### config.mk
export PLATFORM = sky130hd
export DESIGN_NAME = pipe_hazard_ctrl
export DESIGN_NICKNAME = d
export VERILOG_FILES = /design/src/rtl/pipe_hazard_ctrl.sv
export SDC_FILE = /design/constraint.sdc
export NUM_CORES = 1
export LEC_CHECK = 0
export BUFFER_PORTS_ARGS = -buffer_cell sky130_fd_sc_hd__buf_2
export CAP_MARGIN = 20
export CELL_PAD_IN_SITES_DETAIL_PLACEMENT = 0
export CELL_PAD_IN_SITES_GLOBAL_PLACEMENT = 2
export CORE_ASPECT_RATIO = 0.75
export CORE_UTILIZATION = 26
export CTS_CLUSTER_SIZE = 12
export DETAILED_ROUTE_END_ITERATION = 7
export PLACE_DENSITY_LB_ADDON = 0.2
export SYNTH_ARGS = -nofsm -noshare
export SYNTH_HDL_FRONTEND = slang
export SYNTH_SLANG_ARGS = --single-unit
### constraint.sdc
create_clock -name clock -period 2.6 [get_ports clock]
set_input_delay 0.13 -clock clock [delete_from_list [all_inputs] [get_ports clock]]
set_output_delay 0.13 -clock clock [all_outputs]
set_load 0.005 [all_outputs]
### src/rtl/pipe_hazard_ctrl.sv
// rtl/pipe_hazard_ctrl.sv - load-use / HI-LO interlock and branch squash controller for a 5-stage pipeline
module pipe_hazard_ctrl #(
    parameter int MULDIV_LAT = 32,
    parameter int CNT_W      = 6,
    parameter int PERF_W     = 16
) (
    input  logic              clock,
    input  logic              reset,
    input  logic [4:0]        id_rs,
    input  logic [4:0]        id_rt,
    input  logic              id_uses_rs,
    input  logic              id_uses_rt,
    input  logic              id_muldiv,
    input  logic              id_reads_hilo,
    input  logic              ex_mem_read,
    input  logic [4:0]        ex_rd,
    input  logic              ex_branch_taken,
    output logic              pc_en,
    output logic              if_id_en,
    output logic              if_id_flush,
    output logic              id_ex_bubble,
    output logic              muldiv_issue,
    output logic              muldiv_busy,
    output logic [PERF_W-1:0] stall_cnt
);

    localparam logic [0:0] ST_RUN     = 1'b0;
    localparam logic [0:0] ST_MD_BUSY = 1'b1;

    logic [0:0]       state, state_nxt;
    logic [CNT_W-1:0] cnt, cnt_nxt;
    logic             load_use;
    logic             hilo_wait;

    // ex_rd == 0 never hazards, which also covers id_rs/id_rt == $zero
    assign load_use = ex_mem_read && (ex_rd != 5'd0) &&
                      ((id_uses_rs && (id_rs == ex_rd)) || (id_uses_rt && (id_rt == ex_rd)));
    assign hilo_wait   = (state == ST_MD_BUSY) && (id_reads_hilo || id_muldiv);
    assign muldiv_busy = (state == ST_MD_BUSY);

    always_comb begin
        pc_en        = 1'b1;
        if_id_en     = 1'b1;
        if_id_flush  = 1'b0;
        id_ex_bubble = 1'b0;
        muldiv_issue = 1'b0;
        if (reset) begin
            pc_en        = 1'b0;
            if_id_en     = 1'b0;
            if_id_flush  = 1'b1;
            id_ex_bubble = 1'b1;
        end else if (ex_branch_taken) begin
            if_id_flush  = 1'b1;
            id_ex_bubble = 1'b1;
        end else if (load_use || hilo_wait) begin
            pc_en        = 1'b0;
            if_id_en     = 1'b0;
            id_ex_bubble = 1'b1;
        end else begin
            muldiv_issue = id_muldiv && (state == ST_RUN);
        end
    end

    // A taken branch leaves MD_BUSY running: the MULT/DIV is older than the branch
    always_comb begin
        state_nxt = state;
        cnt_nxt   = cnt;
        if (muldiv_issue) begin
            state_nxt = ST_MD_BUSY;
            cnt_nxt   = CNT_W'(MULDIV_LAT - 1);
        end else if (state == ST_MD_BUSY) begin
            cnt_nxt = cnt - CNT_W'(1);
            if (cnt == CNT_W'(1)) begin
                state_nxt = ST_RUN;
            end
        end
    end

    always_ff @(posedge clock) begin
        if (reset) begin
            state     <= ST_RUN;
            cnt       <= '0;
            stall_cnt <= '0;
        end else begin
            state <= state_nxt;
            cnt   <= cnt_nxt;
            if (!pc_en && (stall_cnt != {PERF_W{1'b1}})) begin
                stall_cnt <= stall_cnt + PERF_W'(1);
            end
        end
    end

endmodule

==> flow_summary_export.csv, run 1 <==
group,metric,value,unit
status,status,"finished with violations",
status,violations,"DRC",
setup_path,reg2reg_slack,500,ps
pwr,leakagePower,0.604,nW
sta,worst_pin_slew,502,ps
setup_path,crit_required,2800,ps
logic_synthesis,ys_types,35,
logic_synthesis,async_reset_ff_share,0,%
logic_synthesis,syn_area,1320,sq um
min_path,hold_path_class,"in2reg",
sta,finalMaxSlewViolations,0,
sta,setup_tns,0,ps
sta,setup_violations,0,
placed_design,hpwl,2.48,mm
clock_network,postCtsResizedCells,0,
sta,finalClockSkew,2.63,ps
min_path,worstHoldEndpoint,"cnt[5]$_SDFFE_PP0P_",
pwr,finalPower,0.716,mW
clock_network,clk_path_buf_depth,2,
sta,period_share,80.8,%
drt,drc,12,
setup_path,crit_path_start_kind,"flop",
drt,wl,3.36,mm
sta,fmax,476,MHz
sta,rsz0062_at_grt,"false",
pwr,p_per_area,448,nW/um^2
pwr,power_frac_seq,53.0,%
floorplanning,core_area,4870,sq um
setup_path,path_max_fanout,28,
pwr,p_clk_share,31.6,%
floorplanning,initial_core_util,27.0,%
grt,grt_start_max_net_pins,29,
drt,drtIter0Drc,78,
drt,via_count,1273,
setup_path,critPathCaptureType,"flop",
cells_and_area,fillers,526,
clock_network,clkSinkCount,23,
sta,maxSlewHeadroom,66.5,%
setup_path,crit_type,"reg2reg",
grt,grt_pass1_vias,1251,
clock_network,cts_made_buffers,3,
min_path,hp-start,"id_muldiv",
placed_design,port_buffers,44,
floorplanning,fp.dieW,84.2,um
pwr,p_sw,0.191,mW
floorplanning,die-area,5360,sq um
logic_synthesis,ys_top_cells_by_area,"dfxtp_1 35%, xnor2_1 8.6%, a21oi_1 7.2%",
drt,dr.pass1.iters,6,
clock_network,cts_hold_buf,0,
grt,gr-total-overflow,0,
cells_and_area,final_core_util,32.8,%
floorplanning,io_pins,45,
run,drv_cap,0,
pwr,ir_worst_vdd,242,uV
drt,avgRoutedWirePerCell,13.1,um
logic_synthesis,syn-num-nets,182,
setup_path,rr_startpoint,"stall_cnt[0]$_SDFFE_PP0P_",
drt,drtAntennaViolNets,0,
logic_synthesis,synth_top_area_cell,"dfxtp_1",
logic_synthesis,ys_seq_area_share,34.9,%
sta,hold_viol,0,
cells_and_area,fin_nets,224,
floorplanning,die_h,63.7,um
logic_synthesis,synthFlopType,"dfxtp_1",
clock_network,post_cts_buffers,0,
setup_path,arrival,2300,ps
pwr,p_comb_share,15.5,%
clock_network,cts-htree-levels,1,
cells_and_area,drive_gt1_share,29.9,%
clock_network,root_buffer,"clkbuf_8",
grt,grt_usage,13.0,%
logic_synthesis,yosysWarnings,0,
cells_and_area,antennaDiodeCount,0,
logic_synthesis,synth_top_area_share,34.9,%
grt,grt_pass1_wl,5.61,mm
sta,fin_crit,2100,ps
logic_synthesis,synth_seq_cells,23,
clock_network,clk_latency,260,ps
floorplanning,fp-row-count,22,
logic_synthesis,syn_inst,156,
drt,viasPerCell,4.95,
pwr,p_int,0.525,mW
pwr,swShare,26.7,%
clock_network,cts_tree,"done",
cells_and_area,syn2layout_area_growth,21.3,%
min_path,min_delay_path_depth,2,
logic_synthesis,synth_top_cells_by_count,"23 x dfxtp_1, 19 x a21oi_1, 13 x xnor2_1, 12 x nand2_1, 12 x or3_1",
clock_network,path_clk_slew,80,ps
logic_synthesis,yosysMostFrequentCell,"dfxtp_1",
setup_path,reg2reg_to,"stall_cnt[11]$_SDFFE_PP0P_",
setup_path,r2r_cells,7,
placed_design,gp_congestion,0.772,
logic_synthesis,synth-edff-count,0,
grt,antenna_found_initial,0,
logic_synthesis,avgSynthCellArea,8.45,sq um
## power groups by stage
stage	sequential, mW	clock, mW	combinational, mW
after floorplan	0.383	0	0.0802
after global placement	0.387	0	0.110
after detailed placement	0.388	0	0.111
after CTS	0.379	0.241	0.112
after global routing	0.382	0.255	0.126
final	0.379	0.226	0.111
## registers in the layout, summed over array words and instances (netlist names)
name and flops:
cnt 6, stall_cnt 16, muldiv_busy 1
## critical path: stages (launching register included)
cell and delay [ps]:
dfxtp_1 350, ha_1 260, nand3_1 100, nor2_1 50, a221oi_2 350, nand2_4 240
or4_1 520, a21oi_1 150
## kinds of logic (layout without fill, tap and decap cells)
| kind of cell | after synthesis | in the layout | share of synthesized area (%) |
|---|---|---|---|
| AND/OR/NAND/NOR | 63 | 63 | 26.0 |
| AO/OA/AOI/OAI | 40 | 40 | 18.9 |
| flip-flops | 23 | 23 | 34.9 |
| XOR/XNOR | 17 | 17 | 11.3 |
| buffers and inverters | 9 | 50 | 5.22 |
| adder cells (fa/ha/maj) | 3 | 3 | 2.85 |
| multiplexers | 1 | 1 | 0.760 |
## layout by cell type, fill, tap and decap left out, drive strengths merged, types with 2 or more instances in the layout
master	count
ha	3
o21ai	14
nand3	8
a21oi	20
buf	44
xor2	4
xnor2	13
or3	12
o31ai	2
nand2	13
nand4	6
or2	3
inv	2
or4	3
clkbuf	3
nor3	2
dfxtp	23
nor2	10
## metrics by stage
step                      worst slack [ps]  cells  hold WS (ps)  area (sq um)
final                                  500    257           103          1600
after floorplan                        802    156           237          1320
after detailed placement               530    253           381          1550
after CTS                              496    257          91.4          1600
after global routing                   376    257          92.7          1600
after global placement                 614    253           381          1550
## per-layer routing
metal,GRT usage [%],up-vias,share of wire (%)
li1,-,646,-
met3,3.93,2,5.9
met5,0,-,0
met2,21.3,37,43
met4,2.59,0,0.69
met1,17.0,588,50
## area by class of cell
cell class              count  area (sq um)  share of cell area, %
clock buffers               3          41.3                   2.58
clock inverters             1          5.00                  0.313
flip-flops and latches     23           460                   28.8
inverters                   2          7.51                  0.470
well taps                  60          75.1                   4.70
multi-input cells         124           788                   49.3
repair buffers             44           220                   13.8
## worst max path at each step
stage	from	end	slack, ps
2_1_floorplan	stall_cnt[0]$_SDFFE_PP0P_	stall_cnt[13]$_SDFFE_PP0P_	800
3_3_place_gp	stall_cnt[0]$_SDFFE_PP0P_	stall_cnt[11]$_SDFFE_PP0P_	610
3_5_place_dp	stall_cnt[0]$_SDFFE_PP0P_	stall_cnt[11]$_SDFFE_PP0P_	530
4_1_cts	stall_cnt[0]$_SDFFE_PP0P_	stall_cnt[11]$_SDFFE_PP0P_	500
5_1_grt	stall_cnt[0]$_SDFFE_PP0P_	stall_cnt[11]$_SDFFE_PP0P_	380
6_report	stall_cnt[0]$_SDFFE_PP0P_	stall_cnt[11]$_SDFFE_PP0P_	500
No activity file was read; power rests on OpenSTA's default activity.
==> inputs of run 2 (changes only) <==
Clock period 2.6 ns to 2 ns, I/O delays scaled along.
==> run 2 against run 1 <==
The run still ends with DRC left. Cell count up 3.9%. Count of clock-buffer cells in the layout increased by 1. Sequential share of layout area down 1.5 points. Largest power group unchanged. Highest routed layer unchanged.
==> flow_summary_export.csv, run 2 (synthesis results as in run 1) <==
group,metric,value,unit
floorplanning,fp.dieW,84.2,um
pwr,ir_worst_vdd,254,uV
setup_path,r2r_cells,7,
setup_path,rr_startpoint,"stall_cnt[0]$_SDFFE_PP0P_",
status,violations,"DRC",
setup_path,path_cells,"ha_1, nand3_1, nor2_1, a221oi_4, nand2_4, or4_1, a21oi_1",
min_path,min_delay_path_depth,2,
placed_design,hpwl,2.60,mm
floorplanning,die-area,5360,sq um
drt,drc,13,
floorplanning,initial_core_util,27.0,%
pwr,leakagePower,0.658,nW
drt,dr.pass1.iters,6,
sta,rsz0062_at_grt,"false",
sta,setup_tns,0,ps
run,drv_cap,0,
sta,fin_ws,102,ps
clock_network,cts-htree-levels,1,
grt,grt_usage,14.3,%
setup_path,critPathTopFamily,"simple AND/OR/NAND/NOR gates",
setup_path,reg2reg_slack,100,ps
placed_design,dp_slack,13.7,ps
setup_path,crit_slowest_cell,"or4_1",
cells_and_area,regMostFlops,"stall_cnt",
cells_and_area,final_common_cell,"buf_2",
placed_design,port_buffers,44,
sta,fmax,527,MHz
cells_and_area,layout_common_cells,"44 x buf_2, 22 x dfxtp_1, 19 x a21oi_1",
sta,worst_pin_slew,507,ps
cells_and_area,regArea,462,sq um
clock_network,root_buffer,"clkbuf_8",
clock_network,cts_made_buffers,3,
cells_and_area,drive_gt1_share,33.3,%
setup_path,arrival,2090,ps
drt,avgRoutedWirePerCell,13.7,um
placed_design,gp_congestion,0.819,
drt,drtIter0Drc,103,
cells_and_area,fillers,509,
setup_path,critPathCaptureType,"flop",
min_path,worstHoldEndpoint,"cnt[5]$_SDFFE_PP0P_",
sta,maxSlewHeadroom,66.2,%
clock_network,cts_hold_buf,0,
setup_path,crit_required,2190,ps
min_path,hold_path_class,"in2reg",
floorplanning,die_h,63.7,um
cells_and_area,syn2layout_area_growth,28.1,%
sta,setup_violations,0,
clock_network,clkSinkCount,23,
drt,drtAntennaViolNets,0,
clock_network,cts_tree,"done",
drt,wl,3.65,mm
clock_network,clk_path_buf_depth,2,
sta,hold_viol,0,
setup_path,reg2reg_to,"stall_cnt[11]$_SDFFE_PP0P_",
pwr,p_per_area,559,nW/um^2
clock_network,clk_latency,260,ps
setup_path,crit_type,"reg2reg",
grt,grt_pass1_wl,6.01,mm
grt,grt_start_max_net_pins,27,
min_path,hp-start,"id_muldiv",
setup_path,path_buf_inv,0,
grt,grt_pass1_vias,1271,
clock_network,path_clk_slew,80,ps
setup_path,cpPeakStageDelay,490,ps
drt,viasPerCell,5.13,
status,status,"finished with violations",
cells_and_area,final_core_util,34.6,%
sta,finalMaxSlewViolations,0,
cells_and_area,antennaDiodeCount,0,
floorplanning,fp-row-count,22,
grt,gr-total-overflow,0,
cells_and_area,fin_nets,234,
floorplanning,core_area,4870,sq um
setup_path,crit_path_start_kind,"flop",
floorplanning,io_pins,45,
cells_and_area,multi_input_area,811,sq um
sta,fin_crit,1900,ps
sta,finalClockSkew,3.48,ps
sta,period_share,94.9,%
cells_and_area,largest_reg_flops,16,
setup_path,critPathLaunch,"stall_cnt[0]$_SDFFE_PP0P_",
grt,antenna_found_initial,0,
drt,via_count,1371,
setup_path,path_max_fanout,12,
==> run 2: worst max-delay path by stage <==
stage | end | slack [ps] | cells past startpoint
after floorplan | stall_cnt[13]$_SDFFE_PP0P_ | 200 | 8
after global placement | stall_cnt[11]$_SDFFE_PP0P_ | 90 | 7
after detailed placement | stall_cnt[11]$_SDFFE_PP0P_ | 10 | 7
after CTS | stall_cnt[11]$_SDFFE_PP0P_ | 10 | 7
after global routing | stall_cnt[15]$_SDFFE_PP0P_ | 2 | 7
final | stall_cnt[11]$_SDFFE_PP0P_ | 100 | 7
==> run 2: area by class of cell <==
cell class	instances	share of cell area, %
Multi-Input combinational cell	125	48.0
Clock buffer	4	2.67
Inverter	2	0.445
Sequential cell	23	27.4
Timing Repair Buffer	53	17.0
Tap cell	60	4.45
==> run 2: repair_timing <==
| item | in CTS | in global routing |
|---|---|---|
| resized for setup | 1 | 2 |
| endpoints found under the setup margin | 1 | 7 |
| buffers inserted | 0 | 1 |
| pin swaps | 1 | 1 |
| cloned | 1 | 0 |
==> run 2: layer usage <==
layer  global-route usage [%]  vias up  wire length, um  part of all wire (%)
met3                     3.80        2              258                   7.1
met2                     22.5       55             1540                    42
met5                        0        -                0                     0
met1                     19.1      647             1830                    50
met4                     3.88        0               24                  0.66
li1                         -      667                -                     -
==> run 2: per-stage QoR <==
step	power, mW	instance area [sq um]	cells	hold WS [ps]
global placement	0.649	1610	261	351
detailed placement	0.655	1610	261	345
finish	0.943	1690	267	71.0
CTS	0.957	1670	266	64.1
global route	1.00	1690	267	74.9
floorplan	0.602	1320	156	207
==> run 2: power breakdown <==
group          switching [mW]  total [mW]  leakage, nW  internal [mW]
logic                  0.0851       0.162        0.448         0.0767
registers              0.0163       0.491        0.187          0.474
clock network           0.148       0.291       0.0228          0.142
total                   0.250       0.943        0.658          0.693
